<file path="config.mk">
export PLATFORM = sky130hd
export DESIGN_NAME = branch_predictor_ctrl_flat
export DESIGN_NICKNAME = d
export VERILOG_FILES = /design/src/rtl/branch_predictor_ctrl_if.sv /design/src/rtl/branch_predictor_ctrl.sv /design/src/flat_wrapper.sv
export SDC_FILE = /design/constraint.sdc
export NUM_CORES = 1
export LEC_CHECK = 0
export CAP_MARGIN = 20
export CORE_MARGIN = 5
export CORE_UTILIZATION = 39
export DETAILED_ROUTE_END_ITERATION = 10
export PLACE_DENSITY = 0.82
export SETUP_SLACK_MARGIN = 0.4
export SYNTH_ARGS = -nofsm -noshare
export SYNTH_HDL_FRONTEND = slang
export SYNTH_SLANG_ARGS = --single-unit
</file>
<file path="constraint.sdc">
create_clock -name clk -period 3.6 [get_ports clk]
set_input_delay 0.54 -clock clk [delete_from_list [all_inputs] [get_ports clk]]
set_output_delay 0.54 -clock clk [all_outputs]
set_load 0.1 [all_outputs]
</file>
<file path="src/rtl/branch_predictor_ctrl_if.sv">
`default_nettype none
// ============================================================================
// Module   : branch_predictor_ctrl_if
// Brief    : Pipeline and bp_cache signal bundle for branch_predictor_ctrl.
// Revision : 1.0 - initial release
// ============================================================================
interface branch_predictor_ctrl_if #(
   parameter int AWIDTH = 30,
   parameter int CWIDTH = 32
);
   logic [31:0]       guess_pc;
   logic              guess_is_br;
   logic              guess_taken;
   logic              stall;
   logic              flush;
   logic              check_valid;
   logic [31:0]       check_pc;
   logic              check_taken;
   logic              check_pred;
   logic              check_mispredict;
   logic [AWIDTH-1:0] bp_ra0;
   logic [1:0]        bp_dout0;
   logic              bp_hit0;
   logic [AWIDTH-1:0] bp_ra1;
   logic [1:0]        bp_dout1;
   logic              bp_hit1;
   logic [AWIDTH-1:0] bp_wa;
   logic [1:0]        bp_din;
   logic              bp_we;
   logic              perf_clear;
   logic [CWIDTH-1:0] br_count;
   logic [CWIDTH-1:0] mispred_count;

   // Pipeline plus cache side
   modport master (
      output guess_pc, guess_is_br, stall, flush, check_valid, check_pc,
             check_taken, bp_dout0, bp_hit0, bp_dout1, bp_hit1, perf_clear,
      input  guess_taken, check_pred, check_mispredict, bp_ra0, bp_ra1,
             bp_wa, bp_din, bp_we, br_count, mispred_count
   );

   // Predictor control side
   modport slave (
      input  guess_pc, guess_is_br, stall, flush, check_valid, check_pc,
             check_taken, bp_dout0, bp_hit0, bp_dout1, bp_hit1, perf_clear,
      output guess_taken, check_pred, check_mispredict, bp_ra0, bp_ra1,
             bp_wa, bp_din, bp_we, br_count, mispred_count
   );
endinterface
`default_nettype wire

</file>
<file path="src/rtl/branch_predictor_ctrl.sv">
`default_nettype none
// ============================================================================
// Module   : branch_predictor_ctrl
// Brief    : Fetch-time 2-bit counter prediction, execute-time check, counter
//            read-modify-write into bp_cache and branch/mispredict statistics.
// Revision : 1.0 - initial release
// ============================================================================
module branch_predictor_ctrl #(
   parameter int AWIDTH = 30,
   parameter int DELAY  = 2,
   parameter int CWIDTH = 32
) (
   input  wire                      clk,
   input  wire                      reset,
   branch_predictor_ctrl_if.slave   bus
);

   logic [DELAY-1:0]  r_valid;
   logic [DELAY-1:0]  r_taken;
   logic [CWIDTH-1:0] r_br_count;
   logic [CWIDTH-1:0] r_mispred_count;

   logic              w_guess_taken;
   logic              w_check_pred;
   logic              w_mispredict;
   logic              w_upd;
   logic [1:0]        w_new_ctr;
   wire               w_unused_pc_lsbs = &{1'b0, bus.guess_pc[1:0], bus.check_pc[1:0]};

   assign w_guess_taken = bus.guess_is_br & bus.bp_hit0 & bus.bp_dout0[1];
   assign w_check_pred  = ~reset & r_valid[DELAY-1] & r_taken[DELAY-1];
   assign w_mispredict  = bus.check_valid & (w_check_pred != bus.check_taken);
   assign w_upd         = bus.check_valid & ~bus.stall & ~reset;

   // Head is index 0, tail (instruction in execute) is index DELAY-1
   always_ff @(posedge clk) begin
      if (reset) begin
         r_valid <= '0;
         r_taken <= '0;
      end else begin
         if (!bus.stall) begin
            r_taken[0] <= w_guess_taken;
            for (int i = 1; i < DELAY; i++) begin
               r_taken[i] <= r_taken[i-1];
            end
         end
         if (bus.flush) begin
            r_valid <= '0;
         end else if (!bus.stall) begin
            r_valid[0] <= bus.guess_is_br;
            for (int i = 1; i < DELAY; i++) begin
               r_valid[i] <= r_valid[i-1];
            end
         end
      end
   end

   // Saturating update on hit, weak allocation on miss
   always_comb begin
      w_new_ctr = 2'b00;
      if (w_upd) begin
         if (bus.bp_hit1) begin
            if (bus.check_taken) begin
               w_new_ctr = (bus.bp_dout1 == 2'b11) ? 2'b11 : bus.bp_dout1 + 2'd1;
            end else begin
               w_new_ctr = (bus.bp_dout1 == 2'b00) ? 2'b00 : bus.bp_dout1 - 2'd1;
            end
         end else begin
            w_new_ctr = bus.check_taken ? 2'b10 : 2'b01;
         end
      end
   end

   always_ff @(posedge clk) begin
      if (reset || bus.perf_clear) begin
         r_br_count      <= '0;
         r_mispred_count <= '0;
      end else if (w_upd) begin
         r_br_count      <= r_br_count + 1'b1;
         r_mispred_count <= r_mispred_count + {{(CWIDTH-1){1'b0}}, w_mispredict};
      end
   end

   assign bus.guess_taken      = w_guess_taken;
   assign bus.check_pred       = w_check_pred;
   assign bus.check_mispredict = w_mispredict;
   assign bus.bp_ra0           = bus.guess_pc[AWIDTH+1:2];
   assign bus.bp_ra1           = bus.check_pc[AWIDTH+1:2];
   assign bus.bp_wa            = bus.check_pc[AWIDTH+1:2];
   assign bus.bp_din           = w_new_ctr;
   assign bus.bp_we            = w_upd;
   assign bus.br_count         = r_br_count;
   assign bus.mispred_count    = r_mispred_count;

endmodule
`default_nettype wire

</file>
<file path="src/flat_wrapper.sv">
// flat-port wrapper written by rule: the top's interface ports become plain ports
module branch_predictor_ctrl_flat 
#(
   parameter int AWIDTH = 30,
   parameter int DELAY  = 2,
   parameter int CWIDTH = 32
)
  (clk, reset, bus_guess_pc, bus_guess_is_br, bus_stall, bus_flush, bus_check_valid, bus_check_pc, bus_check_taken, bus_bp_dout0, bus_bp_hit0, bus_bp_dout1, bus_bp_hit1, bus_perf_clear, bus_guess_taken, bus_check_pred, bus_check_mispredict, bus_bp_ra0, bus_bp_ra1, bus_bp_wa, bus_bp_din, bus_bp_we, bus_br_count, bus_mispred_count);
  branch_predictor_ctrl_if #(.AWIDTH(AWIDTH), .CWIDTH(CWIDTH)) bus_i ();
  input  wire clk;
  input  wire reset;
  input wire logic [$bits(bus_i.guess_pc)-1:0] bus_guess_pc;
  input wire logic [$bits(bus_i.guess_is_br)-1:0] bus_guess_is_br;
  input wire logic [$bits(bus_i.stall)-1:0] bus_stall;
  input wire logic [$bits(bus_i.flush)-1:0] bus_flush;
  input wire logic [$bits(bus_i.check_valid)-1:0] bus_check_valid;
  input wire logic [$bits(bus_i.check_pc)-1:0] bus_check_pc;
  input wire logic [$bits(bus_i.check_taken)-1:0] bus_check_taken;
  input wire logic [$bits(bus_i.bp_dout0)-1:0] bus_bp_dout0;
  input wire logic [$bits(bus_i.bp_hit0)-1:0] bus_bp_hit0;
  input wire logic [$bits(bus_i.bp_dout1)-1:0] bus_bp_dout1;
  input wire logic [$bits(bus_i.bp_hit1)-1:0] bus_bp_hit1;
  input wire logic [$bits(bus_i.perf_clear)-1:0] bus_perf_clear;
  output wire logic [$bits(bus_i.guess_taken)-1:0] bus_guess_taken;
  output wire logic [$bits(bus_i.check_pred)-1:0] bus_check_pred;
  output wire logic [$bits(bus_i.check_mispredict)-1:0] bus_check_mispredict;
  output wire logic [$bits(bus_i.bp_ra0)-1:0] bus_bp_ra0;
  output wire logic [$bits(bus_i.bp_ra1)-1:0] bus_bp_ra1;
  output wire logic [$bits(bus_i.bp_wa)-1:0] bus_bp_wa;
  output wire logic [$bits(bus_i.bp_din)-1:0] bus_bp_din;
  output wire logic [$bits(bus_i.bp_we)-1:0] bus_bp_we;
  output wire logic [$bits(bus_i.br_count)-1:0] bus_br_count;
  output wire logic [$bits(bus_i.mispred_count)-1:0] bus_mispred_count;
  assign bus_i.guess_pc = bus_guess_pc;
  assign bus_i.guess_is_br = bus_guess_is_br;
  assign bus_i.stall = bus_stall;
  assign bus_i.flush = bus_flush;
  assign bus_i.check_valid = bus_check_valid;
  assign bus_i.check_pc = bus_check_pc;
  assign bus_i.check_taken = bus_check_taken;
  assign bus_i.bp_dout0 = bus_bp_dout0;
  assign bus_i.bp_hit0 = bus_bp_hit0;
  assign bus_i.bp_dout1 = bus_bp_dout1;
  assign bus_i.bp_hit1 = bus_bp_hit1;
  assign bus_i.perf_clear = bus_perf_clear;
  assign bus_guess_taken = bus_i.guess_taken;
  assign bus_check_pred = bus_i.check_pred;
  assign bus_check_mispredict = bus_i.check_mispredict;
  assign bus_bp_ra0 = bus_i.bp_ra0;
  assign bus_bp_ra1 = bus_i.bp_ra1;
  assign bus_bp_wa = bus_i.bp_wa;
  assign bus_bp_din = bus_i.bp_din;
  assign bus_bp_we = bus_i.bp_we;
  assign bus_br_count = bus_i.br_count;
  assign bus_mispred_count = bus_i.mispred_count;
  branch_predictor_ctrl #(.AWIDTH(AWIDTH), .DELAY(DELAY), .CWIDTH(CWIDTH)) u_core (.clk(clk), .reset(reset), .bus(bus_i));
endmodule
</file>
Word-level counts from Yosys, hierarchy flattened
Cells that the tools add are included.

word-level totals
  register bits = 68
  word-level logic and storage cells = 28

cells by class
  add/sub/neg operators = 4
  equality and inequality tests = 2
  muxes and demuxes = 6
  bitwise logic cells = 9
  reductions and logical operators = 3

operator list
  kind                                                                count
  32-bit by 1-bit adder with 32-bit output                            1
  32-bit by 1-bit adder with 32-bit output, second input constant     1
  2-bit two-way mux                                                   6
  1-bit AND                                                           7
  2-bit by 1-bit adder with 2-bit output, second input constant       1
  2-bit == test, second input constant                                1
  2-bit zero test                                                     1
  1-bit inverter                                                      2
  2-bit OR reduction                                                  1
  2-bit by 1-bit subtractor with 2-bit output, second input constant  1
  1-bit logical OR                                                    1
  1-bit inequality test                                               1

Depth between registers and ports, before layout
Gate-level depths: netlist (run 1).

  word-level depth = 6
  mapped depth = 11

Worst setup path before layout (run 1)
No wires, ideal clock.

  path type = input port to flip-flop
  start point = in reset
  end point = reg u_core.r_mispred_count[22], in the netlist u_core.bus.mispred_count[22]
  setup time = 0.070 ns
  data arrival time = 4.826 ns
  required time = 3.530 ns
  slack = -1.296 ns
  stages = 10
  path buffers = 1
  cell sequence = clkbuf_1 > nor2_1 > xor2_1 > and2_1 > ha_1 > ha_1 > nand2_1 > or4_4 > or4_1 > a21oi_1

between the ends
  longest elaborated chain between the ends = 6
  elaborated cells between the ends (all ways) = 8
  classes of those cells = add/sub: 1; eq/ne: 1; bitwise: 5; reduce/logical: 1

RTL lines
  item                                      RTL line                     RTL
  from (decl)                               flat_wrapper.sv:11           input wire reset;
  1-bit inverter                            branch_predictor_ctrl.sv:31  assign w_check_pred = ~reset & r_valid[DELAY-1] & r_taken[DELAY-1];
  1-bit AND (2 in a row)                    branch_predictor_ctrl.sv:31
  via bus_check_pred                        flat_wrapper.sv:25           output wire logic [$bits(bus_i.check_pred)-1:0] bus_check_pred;
  1-bit inequality test                     branch_predictor_ctrl.sv:32  assign w_mispredict = bus.check_valid & (w_check_pred != bus.check_taken);
  1-bit AND                                 branch_predictor_ctrl.sv:32
  via bus_check_mispredict                  flat_wrapper.sv:26           output wire logic [$bits(bus_i.check_mispredict)-1:0] bus_check_mispredict;
  32-bit by 1-bit adder with 32-bit output  branch_predictor_ctrl.sv:80  r_mispred_count <= r_mispred_count + {{(CWIDTH-1){1'b0}}, w_mispredict};
  to (signal assigned)                      branch_predictor_ctrl.sv:80
  to (decl)                                 branch_predictor_ctrl.sv:21  logic [CWIDTH-1:0] r_mispred_count;

The timed path passes the listed nets, and every way through them passes these cells.
A chain may end at the register's enable or synchronous reset.

Final worst setup path (run 1)
  start point = in reset
  end point = out bus_bp_din[0]

between the ends
  longest elaborated chain between the ends = 3

RTL lines
  item               RTL line                     RTL
  1-bit inverter     branch_predictor_ctrl.sv:33  assign w_upd = bus.check_valid & ~bus.stall & ~reset;
  1-bit AND          branch_predictor_ctrl.sv:33
  2-bit two-way mux  branch_predictor_ctrl.sv:61  if (w_upd) begin
  to (decl)          flat_wrapper.sv:30           output wire logic [$bits(bus_i.bp_din)-1:0] bus_bp_din;

No other way between the ends.

==> impl_metrics.tcl, run 1 <==
set metrics [dict create \
    cts.path.max_buffers 2 \
    dieArea_sq_um 12600 \
    synth_common_cells "90 x buf_4, 68 x dfxtp_1, 40 x a21oi_1, 40 x nand2_1, 26 x nor2_1" \
    initial_core_util_pct 39.7 \
    worstSkewPairLatency_ps 350 \
    grt_first_pass_wirelength_microns 16100 \
    synth_top_area_cell "dfxtp_1" \
    ant_nets 0 \
    worstMarginPinSlew_ps 1010 \
    wl_met3_microns 898 \
    top_layer "met4" \
    cts_setup_buffers 0 \
    setup_viol 0 \
    drt_iter0_drc 142 \
    yosysMostFrequentCell "buf_4" \
    gp_congestion 0.793 \
    io_pins 238 \
    dr_total_vias 3547 \
    worstPathRequired_ps 3060 \
    fin_tns_setup_ps 0 \
    power.switching_uw 356 \
    syn-num-nets 580 \
    fin_util_pct 45.4 \
    grt.total_usage_pct 15.2 \
    synth_cells 498 \
    p_clk_share_pct 46.7 \
    cp-start-kind "input pin" \
    rows 37 \
    io_buffers 82 \
    syn_area_sq_um 4080 \
    drv_cap 0 \
    met2_length_microns 4640 \
    async_flop_share_pct 0 \
    worstHoldPathType "reg -> reg" \
    drv_slew 0 \
    yosysUniqueCellTypes 42 \
    core_sq_um 10300 \
    synthSimpleGateAreaFrac_pct 26.8 \
    finalCriticalPeriod_ps 3050 \
    nNetsFinal 568 \
    hpwl_microns 7370 \
    cts_tree "built" \
    wl_met1_microns 4070 \
    grt_overflow 0 \
    routedWlPerCell_microns 15.9 \
    synth-edff-count 0 \
    cts.reportedPaths.clkPinSlew_ps 70 \
    ys.flop_type "dfxtp_1" \
    crit_type "in -> out" \
    irDropWorstVdd_mv 0.236 \
    final_layout_size_suffix_gt1_share_pct 8.15 \
    critPathArrivalTime_ps 2510 \
    post_cts_resized 0 \
    avgViaCountPerCell 5.66 \
    relSlewSlack_pct 32.6 \
    ctsHoldBuffers 0 \
    ys.warnings.count 0 \
    finClkSkew_ps 14.0 \
    drt_first_pass_iters 6 \
    synth_area_leaders "dfxtp_1 33%, buf_4 17%, a21oi_1 4.9%" \
    cts_sinks 68 \
    routed_wl_microns 9970 \
    place_ws_ps 454 \
    status "finished clean" \
    rsz0062_at_grt "false" \
    synthAdderAreaFrac_pct 1.23 \
    grt_max_degree 29 \
    diodes 0 \
    synth_compound_area_share_pct 12.4 \
    hold_viol 0 \
    post-route-worst-setup-slack_ps 550 \
    avgSynthCellArea_sq_um 8.18 \
    antenna_found_initial 0 \
    comb_power_share_pct 5.3 \
    synth_top_area_share_pct 33.4 \
    p_leak_uw 0.00146 \
    p_sw_share_pct 22.7 \
    die_x_microns 112 \
    cts_buffers 9 \
    root_buffer "clkbuf_8" \
    internal_power_uw 1210 \
    drc 0 \
    power.density_nw_per_um2 336 \
    sequentialPowerShare_pct 48.1 \
    endpoint_kind "output port" \
    muxShareOfSynthArea_pct 2.46 \
    areaGrowthSynthToFinish_pct 14.4 \
    synth-seq-cells 68 \
    yosysSeqAreaShare_pct 33.4 \
    fillCellCount 1023 \
    max_freq_ghz 0.328 \
    die_y_microns 112 \
    grt_pass1_vias 3375 \
    place_area_sq_um 4430 \
    synth_top_family_by_area "simple AND/OR/NAND/NOR gates" \
    final_area_sq_um 4660 \
    fin_crit_sh_pct 84.7 \
    path_max_fanout 14 \
    ctsHtreeMaxLevel 3 \
    synthXorXnorAreaFrac_pct 3.87 \
]
## metrics by stage
stage               hold slack [ps]  instances  total power [uW]
global route                    530        627              1620
detailed placement              474        611               854
finish                          482        627              1570
global placement                457        611               852
CTS                             487        627              1590
floorplan                       460        498              1300
## state kept, by name (all words and copies together) (netlist names)
register / flops
u_core.r_taken: 2
u_core.bus.mispred_count: 32
u_core.r_valid: 2
u_core.bus.br_count: 32
## layout by cell type (no fill, tap or decap), drive strengths merged, types with 11 or more instances in the layout
cell type	netlist	routed
dfxtp	68	68
clkbuf	18	11
nand3	21	21
o31ai	18	18
clkdlybuf4s50	0	76
nand4	22	22
nand2	40	40
or3	15	15
nor2	26	26
o21ai	15	15
buf	93	12
or4	21	21
and4	11	11
a21oi	40	40
inv	11	11
## worst paths after layout
kind,start,endpoint,slack [ps],depth (start not counted)
hold reg to reg,u_core.bus.br_count[31],u_core.bus.br_count[31],480,2
setup / recovery,reset,bus_bp_din[0],550,7
hold / removal,u_core.bus.br_count[31],u_core.bus.br_count[31],480,2
setup reg to reg,u_core.r_taken[1],u_core.bus.mispred_count[22],1070,10
## worst max-delay path: stages
cell	delay (ps)
clkdlybuf4s50_1	460
buf_4	210
or3b_4	480
inv_1	240
o21ai_0	200
a21oi_4	190
buf_12	190
## metal layers
metal  up-vias  GRT usage, %
met5         -             0
met4         0          8.09
met3        60          5.39
met2       139          24.6
met1      1646          17.6
li1       1702             -
## cells by family (layout without fill, tap and decap cells)
kind of cell / count (synthesis) / in the layout
muxes: 10 / 10
xor gates and xnor gates: 18 / 18
and+or+nand+nor: 191 / 191
AOI/OAI and AO/OA: 85 / 85
adders and majority gates: 4 / 4
buffers and inverters: 122 / 115
DFF: 68 / 68
## final cells by class
cell class              instances  area [sq um]  area share (%)
inverters                      11          41.3           0.886
well taps                     136           170            3.65
clock buffers                  11           151            3.25
repair buffers                 88           888            19.1
flip-flops and latches         68          1360            29.2
clock inverters                 5          83.8            1.80
multi-input cells             308          1970            42.2
## power groups by stage
stage	Clock (uW)	Combinational, uW	Sequential, uW
after floorplan	0	521	774
after global placement	0	80.7	771
after detailed placement	0	82.9	771
after CTS	753	83.1	754
after global routing	781	88.2	754
final	732	82.6	754
(Power assumes the default switching activity.)
==> inputs of run 2 (changes only) <==
--- a/config.mk
+++ b/config.mk
@@ -7,9 +7,9 @@
 export LEC_CHECK = 0
 export CAP_MARGIN = 20
 export CORE_MARGIN = 5
-export CORE_UTILIZATION = 39
+export CORE_UTILIZATION = 35
 export DETAILED_ROUTE_END_ITERATION = 10
-export PLACE_DENSITY = 0.82
+export PLACE_DENSITY = 0.78
 export SETUP_SLACK_MARGIN = 0.4
 export SYNTH_ARGS = -nofsm -noshare
 export SYNTH_HDL_FRONTEND = slang
==> constraint.sdc (replaced) <==
create_clock -name clk -period 2.5 [get_ports clk]
set_input_delay 0.375 -clock clk [delete_from_list [all_inputs] [get_ports clk]]
set_output_delay 0.375 -clock clk [all_outputs]
set_load 0.1 [all_outputs]
==> run 2 against run 1 <==
  * Worst hold slack worse by 1.2 ps
  * Global-route usage up 0.43 points
  * Non-clock buffer count up 43
  * Critical path depth up 3
  * First-iteration DRC count up 28%
  * Clock power up 69%
  * Routed wire length up 13%
  * Core utilization up 0.44 points
  * Sequential share of layout area down 2.5 points
  * Clock skew down 6.5 ps
  * Combinational power up 88%
  * Highest routed layer unchanged
==> impl_metrics.tcl, run 2 (synthesized netlist as in run 1, its figures left out) <==
set metrics [dict create \
    fin_tns_setup_ps 0 \
    rsz0062_at_grt "true" \
    min_from "u_core.bus.br_count[31]" \
    setup_viol 0 \
    layout_commonest_cell "buf_4" \
    worstPathRequired_ps 2760 \
    critPathArrivalTime_ps 2720 \
    dr_total_vias 3778 \
    drv_slew 0 \
    root_buffer "clkbuf_16" \
    worstSkewPairLatency_ps 330 \
    drc 0 \
    hpwl_microns 7820 \
    initial_core_util_pct 35.7 \
    stdcell_count 678 \
    crit_type "reg -> reg" \
    post-route-worst-setup-slack_ps 46.0 \
    final_layout_size_suffix_gt1_share_pct 37.4 \
    areaGrowthSynthToFinish_pct 28.3 \
    io_buffers 82 \
    p_leak_uw 0.00192 \
    core_sq_um 11400 \
    fin_util_pct 45.8 \
    path_max_fanout 6 \
    finClkSkew_ps 7.49 \
    grt_overflow 0 \
    cts_sinks 68 \
    rows 39 \
    relSlewSlack_pct 59.2 \
    nNetsFinal 612 \
    irDropWorstVdd_mv 0.265 \
    grt.total_usage_pct 15.6 \
    place_ws_ps -385 \
    cts.reportedPaths.clkPinSlew_ps 60 \
    dieArea_sq_um 13900 \
    max_freq_ghz 0.407 \
    fillCellCount 1077 \
    dp.cells 643 \
    routedWlPerCell_microns 16.6 \
    layout_common_cells "101 x buf_4, 43 x dfxtp_1, 38 x nand2_1" \
    grt_first_pass_wirelength_microns 18400 \
    cts_tree "built" \
    drt_iter0_drc 182 \
    avgViaCountPerCell 5.57 \
    ant_nets 0 \
    gp_congestion 0.786 \
    grt_max_degree 25 \
    grt_pass1_vias 3696 \
    cts.path.max_buffers 2 \
    status "finished clean" \
    cp-start-kind "register" \
    endpoint_kind "register" \
    die_x_microns 118 \
    io_pins 238 \
    ctsHoldBuffers 0 \
    finalCriticalPeriod_ps 2450 \
    drv_cap 0 \
    drt_first_pass_iters 5 \
    fin_crit_sh_pct 98.2 \
    antenna_found_initial 0 \
    power.density_nw_per_um2 474 \
    diodes 0 \
    ctsHtreeMaxLevel 3 \
    hold_viol 0 \
    cts_buffers 9 \
    worstHoldPathType "reg -> reg" \
    worstMarginPinSlew_ps 611 \
    startpoint "u_core.r_valid[1]" \
    r2r_start "u_core.r_valid[1]" \
    die_y_microns 118 \
    routed_wl_microns 11200 \
]
## run 2: area by class of cell
type	count	area (sq um)	share of cell area, %
multi-input cells	309	2170	41.6
flip-flops and latches	68	1400	26.7
repair buffers	131	1150	21.9
clock buffers	11	233	4.45
well taps	143	179	3.42
clock inverters	5	52.6	1.00
inverters	11	48.8	0.933
## run 2: final timing paths
check / slack, ps / end / cells after the start
max: 50 / u_core.bus.mispred_count[28] / 10
max reg2reg: 50 / u_core.bus.mispred_count[28] / 10
min reg2reg: 480 / u_core.bus.br_count[31] / 2
min: 480 / u_core.bus.br_count[31] / 2
## run 2: per-stage QoR
| step | hold slack, ps | instance area (sq um) | total power [uW] |
|---|---|---|---|
| 2_1_floorplan | 452 | 4260 | 1870 |
| 3_3_place_gp | 461 | 4590 | 1250 |
| 3_5_place_dp | 474 | 4590 | 1250 |
| 4_1_cts | 487 | 5020 | 2490 |
| 5_1_grt | 509 | 5230 | 2560 |
| 6_report | 481 | 5230 | 2480 |
## run 2: report_power, final
part           internal [uW]  switching (uW)  total (uW)
Clock                    767             470        1240
Sequential              1080            1.59        1090
Combinational           67.6            87.7         155
## run 2: repair_timing
action | in CTS | in global routing
cloned | 1 | 0
setup endpoints to repair | 44 | 39
setup buffers | 11 | 7
gates resized for setup | 20 | 41
pin swaps | 15 | 17
## run 2: layer usage
metal	wire length [microns]	global-route usage, %
met2	5170	23.8
met3	1000	6.05
met1	4740	19.2
met4	325	7.81
met5	0	0
## run 2: critical path: stages (launching register included)
cell and delay, ps:
dfxtp_2 340, nand2_2 70, nor2_4 120, xor2_1 140
and2_4 170, ha_4 140, ha_4 140, nand2_4 50
or4_4 600, or4_4 500, a21oi_2 120
